**src/rtl/counter_pkg.sv**
```systemverilog
// Shared definitions for the counter family: bound-mode encodings, ONESHOT
// state type and the range clamp used for loaded values.
package counter_pkg;

   localparam int MODE_WRAP     = 32'sd0;
   localparam int MODE_SATURATE = 32'sd1;
   localparam int MODE_ONESHOT  = 32'sd2;
   localparam int MODE_INVALID  = 32'sd3;

   typedef enum logic {
      ST_RUN     = 1'b0,
      ST_STOPPED = 1'b1
   } oneshot_state_e;

   function automatic logic [31:0] clamp(input logic [31:0] val,
                                         input logic [31:0] lo,
                                         input logic [31:0] hi);
      logic [31:0] res;
      if (val < lo) begin
         res = lo;
      end else if (val > hi) begin
         res = hi;
      end else begin
         res = val;
      end
      return res;
   endfunction

endpackage

```
**src/rtl/counter_step_calc.sv**
```systemverilog
// Combinational next-count and terminal-event detection for one step of
// STEP in either direction, evaluated one bit wider than the count.
module counter_step_calc #(
   parameter int unsigned DATA_WIDTH = 32'd8,
   parameter int unsigned COUNT_FROM = 32'd0,
   parameter int unsigned COUNT_TO   = 32'd10,
   parameter int unsigned STEP       = 32'd1
) (
   input  logic [DATA_WIDTH-1:0] i_cnt,
   input  logic                  i_dir,
   output logic [DATA_WIDTH-1:0] o_next,
   output logic                  o_terminal
);

   localparam logic [DATA_WIDTH:0] C_STEP      = (DATA_WIDTH+1)'(STEP);
   localparam logic [DATA_WIDTH:0] C_TO        = (DATA_WIDTH+1)'(COUNT_TO);
   // Cannot overflow: COUNT_FROM + STEP <= COUNT_TO + 1 <= 2^DATA_WIDTH.
   localparam logic [DATA_WIDTH:0] C_FROM_STEP = (DATA_WIDTH+1)'(COUNT_FROM + STEP);

   logic [DATA_WIDTH:0] w_cnt_ext;
   logic [DATA_WIDTH:0] w_next_full;

   // Step in the selected direction and flag a crossing of the range bound
   always_comb begin
      w_cnt_ext = {1'b0, i_cnt};
      if (i_dir) begin
         w_next_full = w_cnt_ext + C_STEP;
         o_terminal  = (w_next_full > C_TO);
      end else begin
         w_next_full = w_cnt_ext - C_STEP;
         o_terminal  = (w_cnt_ext < C_FROM_STEP);
      end
      o_next = w_next_full[DATA_WIDTH-1:0];
   end

endmodule

```
**src/rtl/updown_counter.sv**
```systemverilog
// Up/down range counter with wrap, saturate or one-shot bound handling,
// synchronous load/clear and a registered terminal-count pulse.
module updown_counter #(
   parameter int unsigned DATA_WIDTH = 32'd8,
   parameter int unsigned COUNT_FROM = 32'd0,
   parameter int unsigned COUNT_TO   = 32'd10,
   parameter int unsigned STEP       = 32'd1,
   parameter string       MODE       = "WRAP"
) (
   input  logic                  clk,
   input  logic                  rst,
   input  logic                  en,
   input  logic                  dir,
   input  logic                  load,
   input  logic [DATA_WIDTH-1:0] load_val,
   input  logic                  clr,
   output logic [DATA_WIDTH-1:0] out,
   output logic                  tc,
   output logic                  done
);

   import counter_pkg::*;

   localparam int MODE_SEL = (MODE == "WRAP")     ? MODE_WRAP :
                             (MODE == "SATURATE") ? MODE_SATURATE :
                             (MODE == "ONESHOT")  ? MODE_ONESHOT : MODE_INVALID;

   localparam logic [DATA_WIDTH-1:0] C_FROM = DATA_WIDTH'(COUNT_FROM);
   localparam logic [DATA_WIDTH-1:0] C_TO   = DATA_WIDTH'(COUNT_TO);

   if (COUNT_FROM > COUNT_TO) begin : g_bad_range
      $fatal(1, "updown_counter: COUNT_FROM must not exceed COUNT_TO");
   end
   if ((DATA_WIDTH < 32'd32) && ((COUNT_TO >> DATA_WIDTH) != 32'd0)) begin : g_bad_width
      $fatal(1, "updown_counter: COUNT_TO does not fit in DATA_WIDTH bits");
   end
   if ((STEP < 32'd1) || (STEP > COUNT_TO - COUNT_FROM + 32'd1)) begin : g_bad_step
      $fatal(1, "updown_counter: STEP outside 1..COUNT_TO-COUNT_FROM+1");
   end
   if (MODE_SEL == MODE_INVALID) begin : g_bad_mode
      $fatal(1, "updown_counter: MODE must be WRAP, SATURATE or ONESHOT");
   end

   logic [DATA_WIDTH-1:0] r_out;
   logic                  r_tc;
   logic                  r_done;
   oneshot_state_e        r_state;

   logic [DATA_WIDTH-1:0] w_next;
   logic                  w_terminal;
   logic [DATA_WIDTH-1:0] w_load_clamped;

   assign w_load_clamped = DATA_WIDTH'(clamp(32'(load_val), COUNT_FROM, COUNT_TO));

   counter_step_calc #(
      .DATA_WIDTH (DATA_WIDTH),
      .COUNT_FROM (COUNT_FROM),
      .COUNT_TO   (COUNT_TO),
      .STEP       (STEP)
   ) u_step (
      .i_cnt      (r_out),
      .i_dir      (dir),
      .o_next     (w_next),
      .o_terminal (w_terminal)
   );

   // Count register, tc pulse and ONESHOT state with priority rst > clr > load > en
   always_ff @(posedge clk or posedge rst) begin
      if (rst) begin
         r_out   <= C_FROM;
         r_tc    <= 1'b0;
         r_done  <= 1'b0;
         r_state <= ST_RUN;
      end else if (clr) begin
         r_out   <= dir ? C_FROM : C_TO;
         r_tc    <= 1'b0;
         r_done  <= 1'b0;
         r_state <= ST_RUN;
      end else if (load) begin
         r_out   <= w_load_clamped;
         r_tc    <= 1'b0;
         r_done  <= 1'b0;
         r_state <= ST_RUN;
      end else if (en && (r_state == ST_RUN)) begin
         if (!w_terminal) begin
            r_out <= w_next;
            r_tc  <= 1'b0;
         end else begin
            r_tc <= 1'b1;
            case (MODE_SEL)
               MODE_WRAP: begin
                  r_out <= dir ? C_FROM : C_TO;
               end
               MODE_SATURATE: begin
                  r_out <= dir ? C_TO : C_FROM;
               end
               MODE_ONESHOT: begin
                  r_out   <= dir ? C_TO : C_FROM;
                  r_done  <= 1'b1;
                  r_state <= ST_STOPPED;
               end
               default: begin
                  r_out <= r_out;
               end
            endcase
         end
      end else begin
         r_tc <= 1'b0;
      end
   end

   assign out  = r_out;
   assign tc   = r_tc;
   assign done = r_done;

endmodule

```
**config.mk**
```make
export PLATFORM = sky130hd
export DESIGN_NAME = updown_counter
export DESIGN_NICKNAME = d
export VERILOG_FILES = /design/src/rtl/counter_pkg.sv /design/src/rtl/counter_step_calc.sv /design/src/rtl/updown_counter.sv
export SDC_FILE = /design/constraint.sdc
export NUM_CORES = 1
export LEC_CHECK = 0
export CORE_ASPECT_RATIO = 0.8
export CORE_MARGIN = 2
export CORE_UTILIZATION = 45
export CTS_CLUSTER_DIAMETER = 30
export CTS_CLUSTER_SIZE = 20
export DETAILED_ROUTE_END_ITERATION = 16
export DONT_BUFFER_PORTS = 1
export GPL_TIMING_DRIVEN = 0
export PLACE_DENSITY_LB_ADDON = 0.1
export SYNTH_ARGS = -nofsm -noshare
export SYNTH_HDL_FRONTEND = slang
export SYNTH_SLANG_ARGS = --single-unit
```
**constraint.sdc**
```tcl
create_clock -name clk -period 2.6 [get_ports clk]
set_clock_uncertainty 0.1 [all_clocks]
set_input_delay 0 -clock clk [delete_from_list [all_inputs] [get_ports clk]]
set_output_delay 0 -clock clk [all_outputs]
set_load 0.05 [all_outputs]
```
### Word level (Yosys, flattened, before mapping)

Index checks and enable logic that the tools add are counted.

| word-level totals | value |
|---|---|
| register bits | 10 |
| output and inout bits | 10 |
| word-level logic and storage cells | 26 |
| input port bits | 14 |

| operators by class | value |
|---|---|
| magnitude comparators | 3 |
| bitwise gates (word level) | 1 |
| muxes and demuxes | 14 |
| add/sub/neg operators | 2 |
| reduce and logical (&&, ||, !) cells | 3 |

Operator list:

| kind | number |
|---|---|
| $mux 8 | 6 |
| $add 8x1->9 const B | 1 |
| $gt 9x4->1 const B | 1 |
| $gt 8x4->1 const B | 1 |
| $lt 8x1->1 const B | 1 |
| $sub 8x1->8 const B | 1 |
| $mux 1 | 7 |
| $mux 4 | 1 |
| $reduce_bool 3->1 | 1 |
| $reduce_bool 2->1 | 1 |
| $logic_and 1x1->1 | 1 |
| $not 1->1 | 1 |

### Longest topological paths before layout

| depth | value |
|---|---|
| depth in word-level cells | 7 |
| gate-level depth with buffers | 8 |
| depth with buffers taken out | 8 |

### By module

From an unflattened synthesis, not the netlist that was laid out.

| second synthesis, totals | value |
|---|---|
| cells, all modules | 107 |
| area total of the unflattened synthesis | 944.7 µm² |

By module, submodules not included:

| module | instances | seq. area each (µm²) | area each (µm²) | cells an instance |
|---|---|---|---|---|
| updown_counter | 1 | 225.2 | 554.3 | 58 |
| counter_step_calc | 1 | 0.0 | 390.4 | 49 |

### Worst setup path before layout

Ideal clock, no wire load.

| timing | value |
|---|---|
| kind | register to register |
| from | register r_out[0], in the netlist out[0] |
| to | register r_out[7], in the netlist out[7] |
| data required time | 2.389 ns |
| clock period less this slack | 2.505 ns |
| stages on the path, launching flop included | 8 |
| data arrival time | 2.295 ns |
| setup slack | 0.095 ns |
| path buffers | 0 |
| path through | dfrtp_1 -> ha_1 -> and4_1 -> a21oi_1 -> a22o_1 -> a31oi_4 -> nand3_4 -> o41ai_1 |

| between the ends | value |
|---|---|
| longest elaborated chain between the ends | 7 |

Ends and longest elaborated chain:

| element | line | source |
|---|---|---|
| start, declared | updown_counter.sv:44 | `logic [DATA_WIDTH-1:0] r_out;` |
| start signal, assigned | updown_counter.sv:75 | `r_out <= dir ? C_FROM : C_TO;` |
| start signal, assigned | updown_counter.sv:80 | `r_out <= w_load_clamped;` |
| start signal, assigned | updown_counter.sv:86 | `r_out <= w_next;` |
| $add 8x1->9 | counter_step_calc.sv:27 | `w_next_full = w_cnt_ext + C_STEP;` |
| $gt 9x4->1 | counter_step_calc.sv:28 | `o_terminal = (w_next_full > C_TO);` |
| $mux 1 | counter_step_calc.sv:26 | `if (i_dir) begin` |
| $mux 8 (*) | updown_counter.sv:85 | `if (!w_terminal) begin` |
| $mux 8 (*) | updown_counter.sv:84 | `end else if (en && (r_state == ST_RUN)) begin` |
| $mux 8 (*) | updown_counter.sv:79 | `end else if (load) begin` |
| $mux 8 (*) | updown_counter.sv:74 | `end else if (clr) begin` |

Every way passes the cells marked *; elsewhere a longest branch is shown, timed or not. The select of a mux whose other input is x is not followed.
A chain may end at the register's enable or synchronous reset.

### Worst setup path in the final report

| timing | value |
|---|---|
| from | register r_out[3], in the netlist out[3] |
| to | register r_out[7], in the netlist out[7] |

Same word-level chain as after synthesis.

==> metrics.md <==
| Metric | Value |
|---|---|
| Mapped Area | `~880 um^2` |
| DR vias | `986` |
| Synth cell types | `43` |
| Largest net degree at the start of global routing | `11` |
| Core outline area | `1860 um^2` |
| Io pins | `24` |
| Synthesized instance count | `111` |
| CTS H-Tree Depth | `1` |
| Fmax | `between 0.3 and 0.4 GHz` |
| WL met2 | `1.18 mm` |
| Combinational share of power | `35.0%` |
| CP Capture Point | `out[7]` |
| Crit. End Element | `flip-flop` |
| Crit-path max FO | `9` |
| Port Buffer Count | `0` |
| Cell Count, Final, Fillers Out | `152` |
| Arr. time, crit path | `2.54 ns` |
| Met3 WL | `between 200 and 250 um` |
| R2r startpoint | `out[3]` |
| Chip height | `roughly 44 um` |
| Layout overhead on the synthesized area | `21.8%` |
| Flop pwr share | `41.8%` |
| Placed cells | `135` |
| ANT nets after route | `0` |
| Worst-case reg-to-reg path depth | `7` |
| Synth area leader | `dfrtp_1` |
| Warnings, synthesis | `0` |
| Placer Congestion | `roughly 0.84` |
| Hold Fails Final Rpt | `0` |
| Fin. max-slew vios | `0` |
| Syn nets | `128` |
| FF-to-FF End | `out[7]` |
| WL/cell | `16.4 um` |
| Internal power | `279 uW` |
| Clk_lat worst skew | `0.26 ns` |
| Clock sinks | `9` |
| M1 WL | `1.07 mm` |
| Clk slew on worst S/H paths | `about 0.060 ns` |
| Worst EP required | `2.64 ns` |
| Relative slew slack | `between 50% and 60%` |
| Max-Cap Viols | `0` |
| Endpoints failing setup | `0` |
| Initial antenna violation count | `0` |
| GRT Overall Usage | `about 22%` |
| Tot Pwr | `465 uW` |
| Top cells by count, synth | `a21oi_1, nor2_1, dfrtp_1, a31oi_1, inv_1` |
| Gr ovfl total | `0` |
| Post-synth ARST share | `100%` |
| Top cells by area, synth | `dfrtp_1, a21oi_1, a31oi_1` |
| Net Sw Frac | `39.9%` |
| Max IR drop VDD | `roughly 0.33 mV` |
| Top Layer Used | `met4` |
| Post-synth EDFFs | `0` |
| TritonCTS Buffers | `3` |
| Synth Flop Type | `dfrtp_1` |
| Nets | `between 100 and 150` |
| Critical Path Start | `out[3]` |
| Initial core utilization | `~47%` |
| Min Tclk post-route | `2.50 ns` |
| Critical path class | `flip-flop to flip-flop` |
| Reg2reg setup slack | `0.1 ns` |
| Pre-Repair DR Iteration Count | `4` |
| Die area | `2330 um^2` |
| Pwr dens | `434 nW/um^2` |
| Fraction of layout cells with a size suffix above 1 | `between 10% and 20%` |
| Synth Register Bits | `9` |
| Outcome | `finished clean` |
| Average size of a mapped cell | `slightly below 8 um^2` |
| CTS tree | `yes` |
| Worst setup SP type | `flip-flop` |
| Seq/Total Area, Yosys | `25.6%` |
| DR DRC count | `0` |
| Global-route wire length before repair | `3.73 mm` |
| Post-layout util | `57.7%` |
| Via density | `6.49` |
| Post-detail-place hpwl | `1.67 mm` |
| Routed WL | `2.50 mm` |
| FP Rows | `14` |
| Clk network pwr share | `a little under a quarter` |
| DR iter-0 viols | `34` |
| Top cell type's share of synthesized area | `25.6%` |
| CTS Root Buffer Type | `clkbuf_4` |
| Width of the die | `between 50 and 60 um` |
| Final Cycle Share | `96.3%` |
| Number of global-route vias before repair | `837` |
| Switching power | `186 uW` |
| # diodes | `0` |
| Clk buf depth | `2` |
| Worst Tran Pin Value | `0.732 ns` |
| HP Class | `primary input to flip-flop` |
| P_leak | `0.445 nW` |
[layout by cell type (no fill, tap or decap), types with 2 or more instances in the layout]
cell | Yosys | layout
a21oi_1 | 10 | 10
nor2_1 | 10 | 10
dlygate4sd3_1 | 0 | 8
a31oi_1 | 6 | 6
inv_1 | 6 | 6
buf_4 | 2 | 5
nand3_1 | 5 | 5
nand2b_1 | 5 | 5
clkbuf_1 | 3 | 4
and3_1 | 4 | 4
nand4_1 | 4 | 4
dfrtp_2 | 0 | 4
nor4_1 | 3 | 3
a32oi_1 | 3 | 3
nand2_1 | 3 | 3
clkbuf_4 | 0 | 3
dfrtp_1 | 9 | 3
buf_1 | 2 | 2
nor2b_1 | 2 | 2
o21ai_1 | 2 | 2
o41ai_1 | 2 | 2
nor3_1 | 2 | 2
o21ai_0 | 2 | 2
xor2_1 | 2 | 2
ha_1 | 3 | 2
dfrtp_4 | 0 | 2
[critical path, stage by stage, from the launching register on]
cell and delay (ns):
dfrtp_2 0.53, buf_4 0.23, and4_4 0.27, and3_1 0.21
nand4_2 0.15, a31oi_4 0.38, nand3_4 0.14, o41ai_1 0.37
[kinds of logic (layout without fill, tap and decap cells)]
group | Yosys count | after routing | share of synthesized area [%]
AO/OA/AOI/OAI | 35 | 35 | 27.9
other | 1 | 1 | 0.426
flip-flops | 9 | 9 | 25.6
XOR/XNOR | 3 | 3 | 2.99
buffers and inverters | 14 | 31 | 6.97
adder cells (fa/ha/maj) | 3 | 3 | 4.27
AND/OR/NAND/NOR | 46 | 46 | 31.9
[final cells by class]
type                            count  area, um^2
Tap cell                           24        30.0
Clock buffer                        4        26.3
Inverter                            6        22.5
Buffer                              8        38.8
Timing Repair Buffer               13         120
Fill cell                         179         786
Sequential cell                     9         238
Multi-Input combinational cell     88         596
[state kept, by name, summed over array words and instances, names as in the netlist]
name and flops:
out 8, tc 1
[metal layers]
layer | vias up | track usage, %
met5 | - | 0
met4 | 0 | 3.08
met3 | 5 | 6.90
met2 | 62 | 34.6
met1 | 463 | 30.2
li1 | 456 | -
[power by group through the flow]
stage	Combinational [mW]	Clock [mW]	Sequential, mW
after floorplan	0.106	0	0.190
after global placement	0.129	0	0.195
after detailed placement	0.129	0	0.195
after CTS	0.140	0.109	0.195
after global routing	0.177	0.117	0.196
final	0.163	0.108	0.194
[worst min-delay path by stage]
stage / from / end / cells past startpoint
finish: clr / out[6] / 3
detailed placement: rst / out[3] / 1
global placement: rst / out[3] / 1
global route: clr / out[7] / 3
floorplan: rst / out[0] / 1
CTS: clr / out[6] / 3
[timing repair]
item                                    in CTS  in global routing
gates resized for setup                      5                  4
pin swaps                                    0                  0
hold buffers                                 8                  0
endpoints found under the setup margin       7                  3
endpoints found under the hold margin       13                  0
buffers inserted                             0                  5
[stage by stage]
stage / setup TNS [ns] / area (um^2) / hold WS (ns) / setup slack [ns]
floorplan: 0 / 880 / -0.272 / 0.0946
global placement: -0.786 / 910 / -0.226 / -0.263
detailed placement: -0.812 / 910 / -0.228 / -0.273
CTS: 0 / 1020 / 0.0109 / 0.0102
global route: -0.00388 / 1070 / 0.0278 / -0.00388
finish: 0 / 1070 / 0.0239 / 0.0955
(Power assumes the default switching activity.)
